### config.mk
export PLATFORM = sky130hd
export DESIGN_NAME = seq_divider
export DESIGN_NICKNAME = d
export VERILOG_FILES = /design/src/rtl/seq_divider.sv
export SDC_FILE = /design/constraint.sdc
export NUM_CORES = 1
export LEC_CHECK = 0
export ABC_AREA = 1
export BUFFER_PORTS_ARGS = -buffer_cell sky130_fd_sc_hd__buf_2
export CORE_MARGIN = 10
export CORE_UTILIZATION = 55
export CTS_BUF_LIST = sky130_fd_sc_hd__clkbuf_8
export DETAILED_ROUTE_END_ITERATION = 10
export PLACE_DENSITY = 0.76
export SYNTH_ARGS = -nofsm -noshare
export SYNTH_HDL_FRONTEND = slang
export SYNTH_SLANG_ARGS = --single-unit
export TNS_END_PERCENT = 30
### constraint.sdc
create_clock -name clk -period 3.4 [get_ports clk]
set_clock_uncertainty 0.2 [all_clocks]
set_input_delay 0 -clock clk [delete_from_list [all_inputs] [get_ports clk]]
set_output_delay 0 -clock clk [all_outputs]
set_load 0.03 [all_outputs]
### src/rtl/seq_divider.sv
// Multi-cycle radix-2 restoring divider producing quotient and remainder for
// unsigned or two's-complement operands, one quotient bit per clock.

`ifndef DEFAULT_WIDTH
`define DEFAULT_WIDTH 8
`endif

module seq_divider #(
    parameter int n = `DEFAULT_WIDTH
) (
    input  logic         clk,
    input  logic         rst_n,
    input  logic         start,
    input  logic         sign,
    input  logic [n-1:0] a,
    input  logic [n-1:0] b,
    output logic         busy,
    output logic         done,
    output logic [n-1:0] quot,
    output logic [n-1:0] rem,
    output logic         div_zero,
    output logic         overflow
);

    localparam int           CW      = $clog2(n + 1);
    localparam logic [n-1:0] MIN_VAL = {1'b1, {(n-1){1'b0}}};
    localparam logic [n-1:0] ONE     = {{(n-1){1'b0}}, 1'b1};

    typedef enum logic [1:0] {
        IDLE,
        RUN,
        FIX
    } state_e;

    state_e        state_q, state_d;
    // Dividend shifts out at the msb while quotient bits shift in at the lsb.
    logic [n-1:0]  dvd_q, dvd_d;
    logic [n-1:0]  dvs_q, dvs_d;
    logic [n-1:0]  prem_q, prem_d;
    logic [CW-1:0] cnt_q, cnt_d;
    logic          neg_quot_q, neg_quot_d;
    logic          neg_rem_q, neg_rem_d;
    logic          dz_q, dz_d;
    logic          ov_q, ov_d;
    logic          done_q, done_d;
    logic [n-1:0]  quot_q, quot_d;
    logic [n-1:0]  rem_q, rem_d;
    logic          div_zero_q, div_zero_d;
    logic          overflow_q, overflow_d;

    logic [n-1:0]  abs_a, abs_b;
    logic          is_zero, is_ovf;
    logic [n:0]    trial;

    function automatic logic [n-1:0] negate(input logic [n-1:0] x);
        return ~x + ONE;
    endfunction

    // MIN negates to itself, which is its correct unsigned magnitude.
    assign abs_a   = (sign && a[n-1]) ? negate(a) : a;
    assign abs_b   = (sign && b[n-1]) ? negate(b) : b;
    assign is_zero = (b == '0);
    assign is_ovf  = sign && (a == MIN_VAL) && (b == '1);

    // The partial remainder is below 2^(n-1) before every shift, so its msb is never lost.
    assign trial = {1'b0, prem_q[n-2:0], dvd_q[n-1]} - {1'b0, dvs_q};

    always_comb begin
        // NOTE: every target gets a default first so no path leaves it unassigned (no latches).
        state_d    = state_q;
        dvd_d      = dvd_q;
        dvs_d      = dvs_q;
        prem_d     = prem_q;
        cnt_d      = cnt_q;
        neg_quot_d = neg_quot_q;
        neg_rem_d  = neg_rem_q;
        dz_d       = dz_q;
        ov_d       = ov_q;
        done_d     = 1'b0;
        quot_d     = quot_q;
        rem_d      = rem_q;
        div_zero_d = div_zero_q;
        overflow_d = overflow_q;

        case (state_q)
            IDLE: begin
                if (start) begin
                    div_zero_d = 1'b0;
                    overflow_d = 1'b0;
                    dz_d       = is_zero;
                    ov_d       = is_ovf;
                    if (is_zero) begin
                        dvd_d      = '1;
                        prem_d     = a;
                        neg_quot_d = 1'b0;
                        neg_rem_d  = 1'b0;
                        state_d    = FIX;
                    end else if (is_ovf) begin
                        dvd_d      = MIN_VAL;
                        prem_d     = '0;
                        neg_quot_d = 1'b0;
                        neg_rem_d  = 1'b0;
                        state_d    = FIX;
                    end else begin
                        dvd_d      = abs_a;
                        dvs_d      = abs_b;
                        prem_d     = '0;
                        neg_quot_d = sign && (a[n-1] ^ b[n-1]);
                        neg_rem_d  = sign && a[n-1];
                        cnt_d      = CW'(n);
                        state_d    = RUN;
                    end
                end
            end

            RUN: begin
                if (!trial[n]) begin
                    prem_d = trial[n-1:0];
                    dvd_d  = {dvd_q[n-2:0], 1'b1};
                end else begin
                    prem_d = {prem_q[n-2:0], dvd_q[n-1]};
                    dvd_d  = {dvd_q[n-2:0], 1'b0};
                end
                cnt_d = cnt_q - CW'(1);
                if (cnt_q == CW'(1)) begin
                    state_d = FIX;
                end
            end

            FIX: begin
                quot_d     = neg_quot_q ? negate(dvd_q) : dvd_q;
                rem_d      = neg_rem_q  ? negate(prem_q) : prem_q;
                div_zero_d = dz_q;
                overflow_d = ov_q;
                done_d     = 1'b1;
                state_d    = IDLE;
            end

            default: state_d = IDLE;
        endcase
    end

    // NOTE: every register, datapath included, is cleared so an aborted operation leaves no residue.
    always_ff @(posedge clk or negedge rst_n) begin
        if (!rst_n) begin
            state_q    <= IDLE;
            dvd_q      <= '0;
            dvs_q      <= '0;
            prem_q     <= '0;
            cnt_q      <= '0;
            neg_quot_q <= 1'b0;
            neg_rem_q  <= 1'b0;
            dz_q       <= 1'b0;
            ov_q       <= 1'b0;
            done_q     <= 1'b0;
            quot_q     <= '0;
            rem_q      <= '0;
            div_zero_q <= 1'b0;
            overflow_q <= 1'b0;
        end else begin
            // NOTE: non-blocking updates so all registers see pre-edge values.
            state_q    <= state_d;
            dvd_q      <= dvd_d;
            dvs_q      <= dvs_d;
            prem_q     <= prem_d;
            cnt_q      <= cnt_d;
            neg_quot_q <= neg_quot_d;
            neg_rem_q  <= neg_rem_d;
            dz_q       <= dz_d;
            ov_q       <= ov_d;
            done_q     <= done_d;
            quot_q     <= quot_d;
            rem_q      <= rem_d;
            div_zero_q <= div_zero_d;
            overflow_q <= overflow_d;
        end
    end

    assign busy     = (state_q != IDLE);
    assign done     = done_q;
    assign quot     = quot_q;
    assign rem      = rem_q;
    assign div_zero = div_zero_q;
    assign overflow = overflow_q;

endmodule

=== Yosys cells after proc, flatten, opt, wreduce, memory -nomap -nowiden ===
Index checks and enable logic that the tools add are counted.

* Register bits after elaboration: 53
* Input port bits: 20
* Output and inout bits: 20
* Logic and storage cells: 82

* Add/subtract/negate cells: 6
* Eq/ne operators: 9
* Multiplexer cells: 30
* Bitwise gates (word level): 7
* Reduce and logical (&&, ||, !) cells: 16

{| class="wikitable"
|+ Operators with widths
! operator !! count
|-
| two-way mux 8 bit || 10
|-
| adder 8 x 1 -> 8 bit, second input constant || 4
|-
| NOT 8 bit || 4
|-
| case mux 8 bit (2 select lines) || 2
|-
| equality test 8 bit, second input constant || 2
|-
| two-way mux 4 bit || 3
|-
| subtractor 8 x 8 -> 9 bit || 1
|-
| zero test 8 bit || 1
|-
| two-way mux 2 bit || 4
|-
| != test 2 bit, second input constant || 4
|-
| case mux 4 bit (2 select lines) || 1
|-
| AND reduction 2 bit || 4
|-
| AND reduction 4 bit || 2
|-
| two-way mux 1 bit || 7
|-
| nonzero test 2 bit || 3
|-
| logical AND 1 bit || 5
|-
| equality test 4 x 1 -> 1 bit, second input constant || 1
|-
| case mux 1 bit (2 select lines) || 2
|-
| case mux 2 bit (2 select lines) || 1
|-
| subtractor 4 x 1 -> 4 bit, second input constant || 1
|-
| equality test 2 x 1 -> 1 bit, second input constant || 1
|-
| equality test 2 bit, second input constant || 1
|-
| zero test 2 bit || 1
|-
| NOT 1 bit || 2
|-
| bitwise XOR 1 bit || 1
|}

=== Longest topological paths before layout ===
* Depth after elaboration: 7
* Depth in mapped cells: 13
* Mapped depth without buffers: 13

=== Worst setup path after synthesis ===
No wires, ideal clock.

* Path kind: register to register
* From: register dvd_q[7]
* To: register prem_q[4]
* Library setup time: 0.113 ns
* Data arrival time: 1.762 ns
* Data required time: 3.087 ns
* Slack: 1.326 ns
* Stages on the path, launching flop included: 14
* Path buffers: 0
* Period minus slack after synthesis: 2.074 ns
* Cells stage by stage: dfrtp_1 -> inv_1 -> ha_1 -> fa_1 -> inv_1 -> nand3_1 -> nand2_1 -> nand2_2 -> nand3_1 -> clkinv_1 -> nand2_1 -> nand3b_1 -> nand2_1 -> inv_1

* Cells in the longest elaborated chain, start to end: 3

{| class="wikitable"
|+ Ends and longest elaborated chain
! item !! line !! text
|-
| from (decl) || 37 || <nowiki>logic [n-1:0] dvd_q, dvd_d;</nowiki>
|-
| from (signal assigned) || 163 || <nowiki>dvd_q <= dvd_d;</nowiki>
|-
| subtractor 8 x 8 -> 9 bit || 66 || <nowiki>assign trial = {1'b0, prem_q[n-2:0], dvd_q[n-1]} - {1'b0, dvs_q};</nowiki>
|-
| two-way mux 8 bit || 117 || <nowiki>if (!trial[n]) begin</nowiki>
|-
| case mux 8 bit (2 select lines) || 85 || <nowiki>case (state_q)</nowiki>
|-
| to (signal assigned) || 165 || <nowiki>prem_q <= prem_d;</nowiki>
|-
| to (decl) || 39 || <nowiki>logic [n-1:0] prem_q, prem_d;</nowiki>
|}

No other way between the ends.
A chain may end at the register's enable or synchronous reset.

=== Final worst setup path ===
* From: register dvd_q[7]
* To: register prem_q[6]

Same word-level chain as after synthesis.

==> impl_metrics.toml <==
[yosys]
synth_top_area_cell = "dfrtp_1"
ys_top_cells_by_count = "146 x nand2_1, 77 x inv_1, 53 x dfrtp_1, 52 x nand3_1, 39 x o21ai_0"
yosys.area_share.simple_pct = 32.4
synth_nets = 542
yosysWarnings = 0
synth_top_family_by_area = "simple AND/OR/NAND/NOR gates"
synth_compound_area_share_pct = 9.91
postSynthAreaPerCell_sq_um = 7.11
synthFlopType = "dfrtp_1"
synth_edf_count = 0
synth-seq-cells = 53
synth_xor_area_share_pct = 4.62
yosys-top-cells-area = "dfrtp_1 37%, nand2_1 15%, inv_1 8.0%"
netlist_area_sq_um = 3600
synthCells = 506
synth_mux_area_share_pct = 0
netlist.area_leader.share_pct = 36.9
yosysSeqAreaShare_pct = 36.9
synthArstFlopShare_pct = 100
synth_fa_ha_area_share_pct = 5.77
yosysMostFrequentCell = "nand2_1"
synth_cell_types = 32

[timing]
hold_violations = 0
maxSlewViolCount = 0
worst_slew_pin_slew_ps = 818
setup_viol = 0
setup_ws_ps = 1120
fmax_mhz = 439
max_slew_margin_pct = 45.3
grt_setup_unrepaired = "no"
fin_crit_ps = 2280
period_share_pct = 66.9
setup_tns_ps = 0

[grt]
overflow = 0
grtUsageMet2_pct = 28.8
grt_max_degree = 35
grt_use_met1_pct = 23.0
antenna_found_initial = 0
met3_usage_pct = 3.91
grt.busiest_layer = "met2"
grt_pass1_wl_mm = 15.1
first_global_vias = 3270
track_usage_pct = 17.8

[run]
max_cap_violations = 0

[die]
die_h_microns = 101
row_count = 29
ioPinCount = 40
coreArea_sq_um = 6350
start_util_pct = 56.7
die_w_microns = 101
dieArea_sq_um = 10200

[routing]
viasPerCell = 5.21
drc = 0
drt_iter0_markers = 218
vias = 3353
wl_mm = 8.61
drtAntennaViolNets = 0
wl_per_cell_microns = 13.4
drt_first_pass_iters = 5

[final_layout]
layout-drive-gt1-share_pct = 13.2
postLayoutCoreUtil_pct = 65.5
area_growth_pct = 15.5
antenna_cells = 0
nets = 602
final_area_sq_um = 4160

[power]
power_leakage_uw = 0.00224
finalPower_uw = 3980
peakVddDrop_mv = 0.528
p_per_area_nw_per_um2 = 958

[clock_network]
ctsRootBufferMaster = "clkbuf_8"
clkTransAtPathRegs_ps = 100
cts_sinks = 53
clockBufferDepth = 2
cts_resized = 0
cts_tree = "built"
cts_setup_buffers = 0
cts_htree_levels = 2
clk_latency_ps = 310
cts_made_buffers = 5

[place]
gp_congestion = 0.965
hpwl_mm = 6.53
numPortBuffers = 39
pre_cts_ws_ps = 1170
place_area_sq_um = 3830

[critical_path]
cp-start-kind = "flop"
criticalPathCategory = "flop to flop"
critPathSlowestCell = "fa_1"
required_ps = 3410
critPathTopFamily = "simple AND/OR/NAND/NOR gates"
cp_max_fo = 6
arrival_ps = 2290
crit_buf_inv = 4
cp_slowest_stage_delay_ps = 400
cp-end-kind = "flop"
crit_path_cell_trace = "inv_1 -> ha_1 -> fa_1 -> inv_1 -> nand3_1 -> nand2_1 -> nand2_2 -> nand3_1 -> clkinv_1 -> nand2_1 -> nand3_1 -> nand2_1 -> inv_1"

[outcome]
status = "complete, no violations"

[min_path]
hold_class = "primary input to asynchronous set/reset pin"
## tightest hold or removal path, cell delays in order
cell,delay [ps]
dlygate4sd3_1,520
buf_2,120
buf_4,390
## cell families (layout without fill, tap and decap cells)
kind of cell,count (synthesis),in the layout
simple gates,258,258
buf+inv,93,154
compound gates,67,67
flops,53,53
xor+xnor,19,19
fa+ha+maj,16,16
## metrics by stage
stage	std cells	hold slack (ps)
after floorplan	506	-496
after global placement	613	-243
after detailed placement	613	-238
after CTS	644	89.6
after global routing	644	122
final	644	77.7
## area by class of cell
class                           instances  area, sq um
Tap cell                               77         96.3
Clock buffer                            5         68.8
Fill cell                             569         2190
Clock inverter                          3         25.0
Timing Repair Buffer                   63          433
Inverter                               83          312
Multi-Input combinational cell        360         1900
Sequential cell                        53         1330
## where the power goes
part / leakage (uW) / total (uW) / internal [uW] / switching [uW]
logic: 0.00153 / 2450 / 853 / 1590
clock network: 0.0000447 / 369 / 149 / 220
registers: 0.000657 / 1170 / 929 / 238
total: 0.00224 / 3980 / 1930 / 2050
## final timing paths
kind,from,to,slack [ps],cells after the start
min reg2reg,rem[2],rem[2],280,2
min,rst_n,cnt_q[3],80,3
min in group clk,rem[2],rem[2],280,2
max in group asynchronous,rst_n,prem_q[4],1820,3
max,dvd_q[7],prem_q[6],1120,13
max reg2reg,dvd_q[7],prem_q[6],1120,13
## metal layers
| metal | up-vias | wire length (microns) |
|---|---|---|
| li1 | 1712 | - |
| met3 | 14 | 631 |
| met2 | 116 | 4050 |
| met5 | - | 0 |
| met4 | 0 | 156 |
| met1 | 1511 | 3780 |
## layout by cell type (no fill, tap or decap)
cell type,netlist,layout
dfrtp_1,53,53
a21oi_1,14,14
clkinvlp_4,0,1
nor3_2,2,2
buf_4,2,1
o21ai_1,6,6
o22ai_1,2,2
inv_6,0,1
nand3_2,1,1
nor2_1,33,33
nand2_4,1,1
buf_2,3,39
inv_1,77,77
o211ai_1,2,2
ha_1,15,15
nand4_1,5,5
clkinv_1,1,1
nand3_1,52,52
clkbuf_8,0,5
inv_2,5,5
o21ai_0,39,39
clkinv_4,0,1
nand3b_1,3,3
a21o_1,1,1
nor2_2,1,1
nor2_4,6,6
nand2_1,146,146
nand4_4,1,1
a21oi_2,2,2
or2_2,3,3
xor2_1,19,19
nand2_2,4,4
o21ai_2,1,1
dlygate4sd3_1,0,23
fa_1,1,1
## state kept, by name (all words and copies together), names as in the netlist, 2 cells and up
register,count
prem_q,8
state_q,2
rem,8
dvd_q,8
cnt_q,4
quot,8
dvs_q,8
## timing repair
action / 4_1_cts / 5_1_grt
hold endpoints to repair: 80 / 0
setup endpoints to repair: 0 / 0
hold buffers: 23 / 0
No activity file was read; power rests on OpenSTA's default activity.
